File: src/rtl/divider_core.sv
// Sequential signed restoring divider: one quotient bit per clock on magnitudes,
// sign fix-up in a final cycle, registered quotient/remainder for the display path.
module divider_core #(
   parameter int WIDTH = 8
) (
   input  logic             CLK,
   input  logic             Reset_Load_Clear_n,
   input  logic             Run,
   input  logic [WIDTH-1:0] Dividend_In,
   input  logic [WIDTH-1:0] Divisor_In,
   output logic [WIDTH-1:0] Qval,
   output logic [WIDTH-1:0] Rval,
   output logic             Busy,
   output logic             Done,
   output logic             Div_By_Zero,
   output logic             Overflow
);

   // state | meaning
   // IDLE  | waiting for Run; last result and flags held
   // CALC  | WIDTH shift-subtract iterations on magnitudes
   // FIX   | apply signs, handle divide-by-zero and overflow
   // DONE  | result valid; wait for Run low before re-arming

   localparam int CW = (WIDTH > 1) ? $clog2(WIDTH) : 1;
   localparam logic [CW-1:0]    CNT_LAST = CW'(WIDTH - 1);
   localparam logic [WIDTH-1:0] MOST_NEG = {1'b1, {(WIDTH-1){1'b0}}};
   localparam logic [WIDTH:0]   MAG_ONE  = (WIDTH+1)'(1);

   typedef enum logic [1:0] {IDLE, CALC, FIX, DONE} state_t;

   state_t           state;
   logic [CW-1:0]    cnt;
   logic [WIDTH:0]   q_reg;
   logic [WIDTH:0]   m_reg;
   logic [WIDTH:0]   p_reg;
   logic             sign_q;
   logic             sign_r;
   logic [WIDTH-1:0] dvd_cap;

   logic [WIDTH:0]   dvd_abs;
   logic [WIDTH:0]   dsr_abs;
   logic [WIDTH:0]   p_sh;
   logic [WIDTH+1:0] trial;
   logic [WIDTH-1:0] q_mag;
   logic [WIDTH-1:0] r_mag;
   logic             div_zero;
   logic             ovf;
   logic             unused_bits;

   // Magnitudes are one bit wider so the most negative operand stays representable.
   assign dvd_abs = Dividend_In[WIDTH-1] ? -{Dividend_In[WIDTH-1], Dividend_In}
                                         : {1'b0, Dividend_In};
   assign dsr_abs = Divisor_In[WIDTH-1]  ? -{Divisor_In[WIDTH-1], Divisor_In}
                                         : {1'b0, Divisor_In};

   // |dividend| never exceeds 2^(WIDTH-1), so bit WIDTH-1 is the first bit consumed.
   assign p_sh  = {p_reg[WIDTH-1:0], q_reg[WIDTH-1]};
   assign trial = {1'b0, p_sh} - {1'b0, m_reg};
   assign q_mag = q_reg[WIDTH-1:0];
   assign r_mag = p_reg[WIDTH-1:0];

   assign div_zero    = (m_reg == '0);
   assign ovf         = (dvd_cap == MOST_NEG) && (m_reg == MAG_ONE) && sign_r && !sign_q;
   assign unused_bits = ^{p_reg[WIDTH], q_reg[WIDTH]};

   assign Busy = (state == CALC) || (state == FIX);
   assign Done = (state == DONE);

   always_ff @(posedge CLK or negedge Reset_Load_Clear_n) begin
      if (!Reset_Load_Clear_n) begin
         state       <= IDLE;
         cnt         <= '0;
         q_reg       <= '0;
         m_reg       <= '0;
         p_reg       <= '0;
         sign_q      <= 1'b0;
         sign_r      <= 1'b0;
         dvd_cap     <= '0;
         Qval        <= '0;
         Rval        <= '0;
         Div_By_Zero <= 1'b0;
         Overflow    <= 1'b0;
      end else begin
         case (state)
            IDLE: begin
               if (Run) begin
                  state       <= CALC;
                  sign_q      <= Dividend_In[WIDTH-1] ^ Divisor_In[WIDTH-1];
                  sign_r      <= Dividend_In[WIDTH-1];
                  q_reg       <= dvd_abs;
                  m_reg       <= dsr_abs;
                  p_reg       <= '0;
                  cnt         <= '0;
                  dvd_cap     <= Dividend_In;
                  Div_By_Zero <= 1'b0;
                  Overflow    <= 1'b0;
               end
            end
            CALC: begin
               if (!trial[WIDTH+1]) begin
                  p_reg <= trial[WIDTH:0];
                  q_reg <= {q_reg[WIDTH-1:0], 1'b1};
               end else begin
                  p_reg <= p_sh;
                  q_reg <= {q_reg[WIDTH-1:0], 1'b0};
               end
               cnt <= cnt + 1'b1;
               if (cnt == CNT_LAST) state <= FIX;
            end
            FIX: begin
               state <= DONE;
               if (div_zero) begin
                  Qval        <= '1;
                  Rval        <= dvd_cap;
                  Div_By_Zero <= 1'b1;
               end else if (ovf) begin
                  Qval     <= MOST_NEG;
                  Rval     <= '0;
                  Overflow <= 1'b1;
               end else begin
                  Qval <= sign_q ? -q_mag : q_mag;
                  Rval <= sign_r ? -r_mag : r_mag;
               end
            end
            DONE: begin
               if (!Run) state <= IDLE;
            end
            default: state <= IDLE;
         endcase
      end
   end

endmodule

File: config.mk
export PLATFORM = sky130hd
export DESIGN_NAME = divider_core
export DESIGN_NICKNAME = d
export VERILOG_FILES = /design/src/rtl/divider_core.sv
export SDC_FILE = /design/constraint.sdc
export NUM_CORES = 1
export LEC_CHECK = 0
export CAP_MARGIN = 30
export CORE_MARGIN = 1.5
export CORE_UTILIZATION = 48
export CTS_CLUSTER_SIZE = 16
export DETAILED_ROUTE_END_ITERATION = 6
export PLACE_DENSITY_LB_ADDON = 0.3
export SETUP_SLACK_MARGIN = 0.15
export SKIP_LAST_GASP = 1
export SLEW_MARGIN = 10
export SYNTH_ARGS = -nofsm -noshare
export SYNTH_HDL_FRONTEND = slang
export SYNTH_SLANG_ARGS = --single-unit
export TNS_END_PERCENT = 100
File: constraint.sdc
create_clock -name CLK -period 2.3 [get_ports CLK]
set_clock_uncertainty 0.1 [all_clocks]
set_input_delay 0.575 -clock CLK [delete_from_list [all_inputs] [get_ports CLK]]
set_output_delay 0.575 -clock CLK [all_outputs]
set_load 0.02 [all_outputs]
# Word-level counts from Yosys, hierarchy flattened
# Index checks and enable logic that the tools add are counted.
# Widths: inputs -> output; s select.
# word_totals
ff_bits	58
latch_bits	0
ram_bits	0
mem_bits_ro	0
in_bits	19
output_inout_bits	20
word_cells	71
mem_count	0
# op_classes
add_sub_neg	6
multipliers	0
n_div	0
order_cmp	0
eq_ne	12
n_shift	0
muxes	26
bitwise	1
n_reduce_logical	14
# ops
op	n
$mux 8	10
$pmux 8 s2	2
$neg 8->8	3
$ne 2x2->1 const B	5
$sub 9x9->10	1
$eq 9x1->1 const B	1
$logic_not 9->1	1
$mux 9	1
$neg 9->9	1
$eq 8x8->1 const B	1
$pmux 2 s4	1
$mux 2	3
$pmux 3 s2	1
$reduce_and 3->1	2
$mux 1	5
$eq 2x2->1 const B	2
$pmux 1 s2	2
$reduce_and 2->1	2
$reduce_and 4->1	1
$reduce_bool 2->1	2
$add 3x1->3 const B	1
$eq 3x3->1 const B	1
$logic_and 1x1->1	3
$mux 3	1
other kinds (6)	6

# Logic depth before layout (Yosys ltp)
# logic_depth
depth_word	7
mapped_depth	9
depth_no_buf	9

# Worst setup path before layout
# OpenSTA, ideal clock, no wires.
# synth_timing
kind	reg-to-reg
from	register q_reg[7]
to	register p_reg[6]
setup_time_ps	127
t_arrival_ps	1792
required_time_ps	2073
path_slack_ps	281
stages_incl_launch_ff	10
path_buffers	0
synth_period_minus_slack_ps	2019
path_cell_list	dfrtp_1 > inv_1 > ha_1 > inv_1 > fa_1 > a211o_1 > o211ai_1 > mux2i_1 > o211a_1 > o31ai_1
# synth_via
elab_chain_cells	3
# synth_lines
item	line_no	source
start, declared	34	logic [WIDTH:0] q_reg;
start signal, assigned	91	q_reg <= dvd_abs;
start signal, assigned	103	q_reg <= {q_reg[WIDTH-1:0], 1'b1};
start signal, assigned	106	q_reg <= {q_reg[WIDTH-1:0], 1'b0};
$sub 9x9->10	59	assign trial = {1'b0, p_sh} - {1'b0, m_reg};
$mux 8	101	if (!trial[WIDTH+1]) begin
$pmux 8 s2	85	case (state)
end signal, assigned	102	p_reg <= trial[WIDTH:0];
end signal, assigned	105	p_reg <= p_sh;
end, declared	36	logic [WIDTH:0] p_reg;
# Every way passes these cells.
# A chain may end at the register's enable or synchronous reset.

# Worst setup path after layout
# Ends and elaborated chain as after synthesis.

==> impl_metrics.py <==
metrics = {
    "yosys": {
        "synth_area_um2": 3550,
        "syn-num-nets": 420,
        "synth_cells": 381,
        "avgSynthCellArea_um2": 9.31,
        "synth_xor_area_share_pct": 6.42,
        "synth_compound_area_share_pct": 20.0,
        "synth-simple-area-share_pct": 16.7,
        "synth_fa_ha_area_share_pct": 7.27,
        "synth_seq_area_share_pct": 40.2,
        "synth_flop_cell": "dfrtp_1",
        "synth.distinct_cells": 55,
        "ys_warn_count": 0,
        "synth_edf_count": 0,
        "ys_async_sr_fraction_pct": 100,
        "synth-seq-cells": 57,
        "synth_top_family_by_area": "compound AO/OA/AOI/OAI gates",
        "synth_mux_area_share_pct": 4.80,
    },
    "final_layout": {
        "layout-drive-gt1-share_pct": 18.6,
        "area_growth_pct": 28.8,
        "largest_register_ffs": 9,
        "antennaDiodeCount": 0,
        "fin_nets": 491,
    },
    "power_and_ir_drop": {
        "power_per_cell_area_nw_per_um2": 1540,
        "finalPower_mw": 7.02,
        "power_frac_comb_pct": 58.5,
        "irDropWorstVdd_v": 0.000823,
        "seqPwrFrac_pct": 27.0,
        "p_leak_nw": 2.01,
        "p_int_mw": 3.98,
        "clkPwrFrac_pct": 14.5,
        "power_switching_mw": 3.04,
        "switching_share_pct": 43.3,
    },
    "worst_setup_path": {
        "cp_cell_sequence": "inv_2 -> ha_2 -> inv_1 -> fa_2 -> a211o_1 -> o211ai_1 -> mux2i_1 -> o211a_1 -> o31ai_2",
        "rrSetupSlack_ps": 180,
        "crit_slowest_cell": "dfrtp_1",
        "critPathMaxFanout": 2,
        "cp-startpoint": "q_reg[7]",
        "r2r_start": "q_reg[7]",
        "worstPathRequired_ps": 2420,
        "crit_arrival_ps": 2240,
        "end_kind": "flip-flop",
        "start_kind": "flip-flop",
        "critPathKind": "reg -> reg",
        "critPathMaxStageDelay_ps": 400,
    },
    "placed_design": {
        "place.gp.congestion": 0.887,
        "port_buffers": 38,
        "dp_hpwl_mm": 6.49,
    },
    "timing": {
        "slew_headroom_pct": 64.8,
        "rsz0062_at_grt": "yes",
        "hold_violations": 0,
        "finalSetupViolCount": 0,
        "period_share_pct": 92.2,
        "fmax_mhz": 471,
        "slew_viol_final": 0,
        "worstMarginPinSlew_ps": 528,
        "min_period_ps": 2120,
        "fin_setup_tns_ps": 0,
    },
    "grt": {
        "gr-total-overflow": 0,
        "grt_pass1_wl_mm": 14.7,
        "grt_use_total_pct": 24.7,
        "grt_pass1_vias": 3074,
        "antenna_found_initial": 0,
        "grt_max_degree": 58,
    },
    "floorplanning": {
        "core_region_area_um2": 7210,
        "die_h_um": 89.0,
        "start_util_pct": 49.2,
        "rows": 31,
        "die_area_um2": 7910,
        "ios": 39,
        "die_x_um": 89.0,
    },
    "cts": {
        "numCtsBuffers": 9,
        "clkLatencyLatePin_ps": 340,
        "cts_sinks": 57,
        "clockBufferDepth": 2,
        "path_clk_slew_ps": 70,
        "htreeDepth": 3,
        "cts_tree": "yes",
        "cts_root_buf": "clkbuf_8",
    },
    "route": {
        "wl_mm": 8.86,
        "viasPerCell": 5.60,
        "drc_errors": 0,
        "vias": 3115,
        "wl_per_cell_um": 15.9,
        "dr.pass1.iters": 5,
        "first_iter_violations": 155,
        "drtAntennaViolNets": 0,
    },
    "hold_path": {
        "hold_class": "in -> async",
    },
    "status": {
        "outcome": "complete, no violations",
    },
    "flow_run": {
        "cap_viol_max_count": 0,
    },
}
Yosys cell counts, types with 4 or more instances:
cell type  instances  share of area [%]
nand2b_1           7                1.2
clkbuf_1          16                1.7
a31oi_1            7                1.2
o21ai_1            4               0.56
inv_1             25                2.6
o211ai_1           8                1.7
ha_1              19                6.7
o31ai_1            8                1.7
or3_1              6                1.1
nor2_1            18                1.9
nand2_1           46                4.9
xor2_1            14                3.5
o21ai_0           26                3.7
nor2b_1            9                1.6
nor3_1             9                1.3
mux2i_1            8                2.3
xnor2_1           12                3.0
a21oi_1           24                3.4
mux2_2             8                2.5
dfrtp_1           57                 40
path summary, 6_finish.rpt:
path / to / depth (start not counted)
worst max-delay path: p_reg[6] / 9
worst min-delay path: Qval[3] / 2
worst max register to register: p_reg[6] / 9
worst min register to register: cnt[0] / 1
max in group asynchronous: p_reg[3] / 2
min in group CLK: cnt[0] / 1
cells in the final DEF (no fill, tap or decap), drive strengths merged, types with 8 or more instances in the layout:
cell type / n
mux2i: 8
clkbuf: 11
buf: 41
clkdlybuf4s50: 35
nor2: 19
dfrtp: 57
a21oi: 24
xnor2: 12
o211ai: 8
ha: 19
o21ai: 31
mux2: 8
o31ai: 9
nand2: 46
nor3: 9
nor2b: 9
xor2: 14
inv: 25
logic make-up (layout without fill, tap and decap cells):
| family | after synthesis | in the layout |
|---|---|---|
| AOI/OAI and AO/OA | 107 | 107 |
| and+or+nand+nor | 112 | 112 |
| DFF | 57 | 57 |
| adders and majority gates | 20 | 20 |
| xor gates and xnor gates | 26 | 26 |
| muxes | 16 | 16 |
| buffers and inverters | 43 | 119 |
power groups by stage:
stage          logic [mW]  clock network [mW]  registers (mW)
2_1_floorplan        2.45                   0            1.98
3_3_place_gp         3.86                   0            1.89
3_5_place_dp         3.94                   0            1.91
4_1_cts              3.99                1.03            1.89
5_1_grt              4.58                1.08            1.95
6_report             4.11                1.02            1.90
worst max-delay path: cells and delay by family, from the launching register on:
family	cells	cell delay, ps
adder cells (fa/ha/maj)	2	520
buffers and inverters	2	120
multiplexers	1	220
flip-flops	1	400
AO/OA/AOI/OAI	4	660
cell type report:
cell class	count	area, µm²
tap	99	124
sequential	57	1430
multi-input combinational	281	2020
fill	633	2650
clock inverter	6	82.6
timing repair buffer	78	694
clock buffer	10	128
inverter	25	93.8
per-layer routing:
layer	track usage, %	share of wire, %
met3	5.45	4.4
met2	43.4	50
met1	29.4	43
met4	10.5	2.8
met5	0	0
repair_timing:
item | CTS | global route
pin swaps | 0 | 1
setup endpoints to repair | 11 | 22
resized for setup | 4 | 15
buffers inserted | 1 | 2
hold buffers | 0 | 0
per-stage QoR:
stage	setup WS [ps]	cell area, µm²	hold slack (ps)	utilization [%]	instances
after global routing	88.5	4570	139	63.3	556
after floorplan	281	3550	179	-	381
after CTS	163	4500	134	62.4	554
after detailed placement	-145	4280	406	59.3	537
after global placement	-38.9	4280	386	59.3	537
final	179	4570	129	63.3	556
No activity file was read; power rests on OpenSTA's default activity.
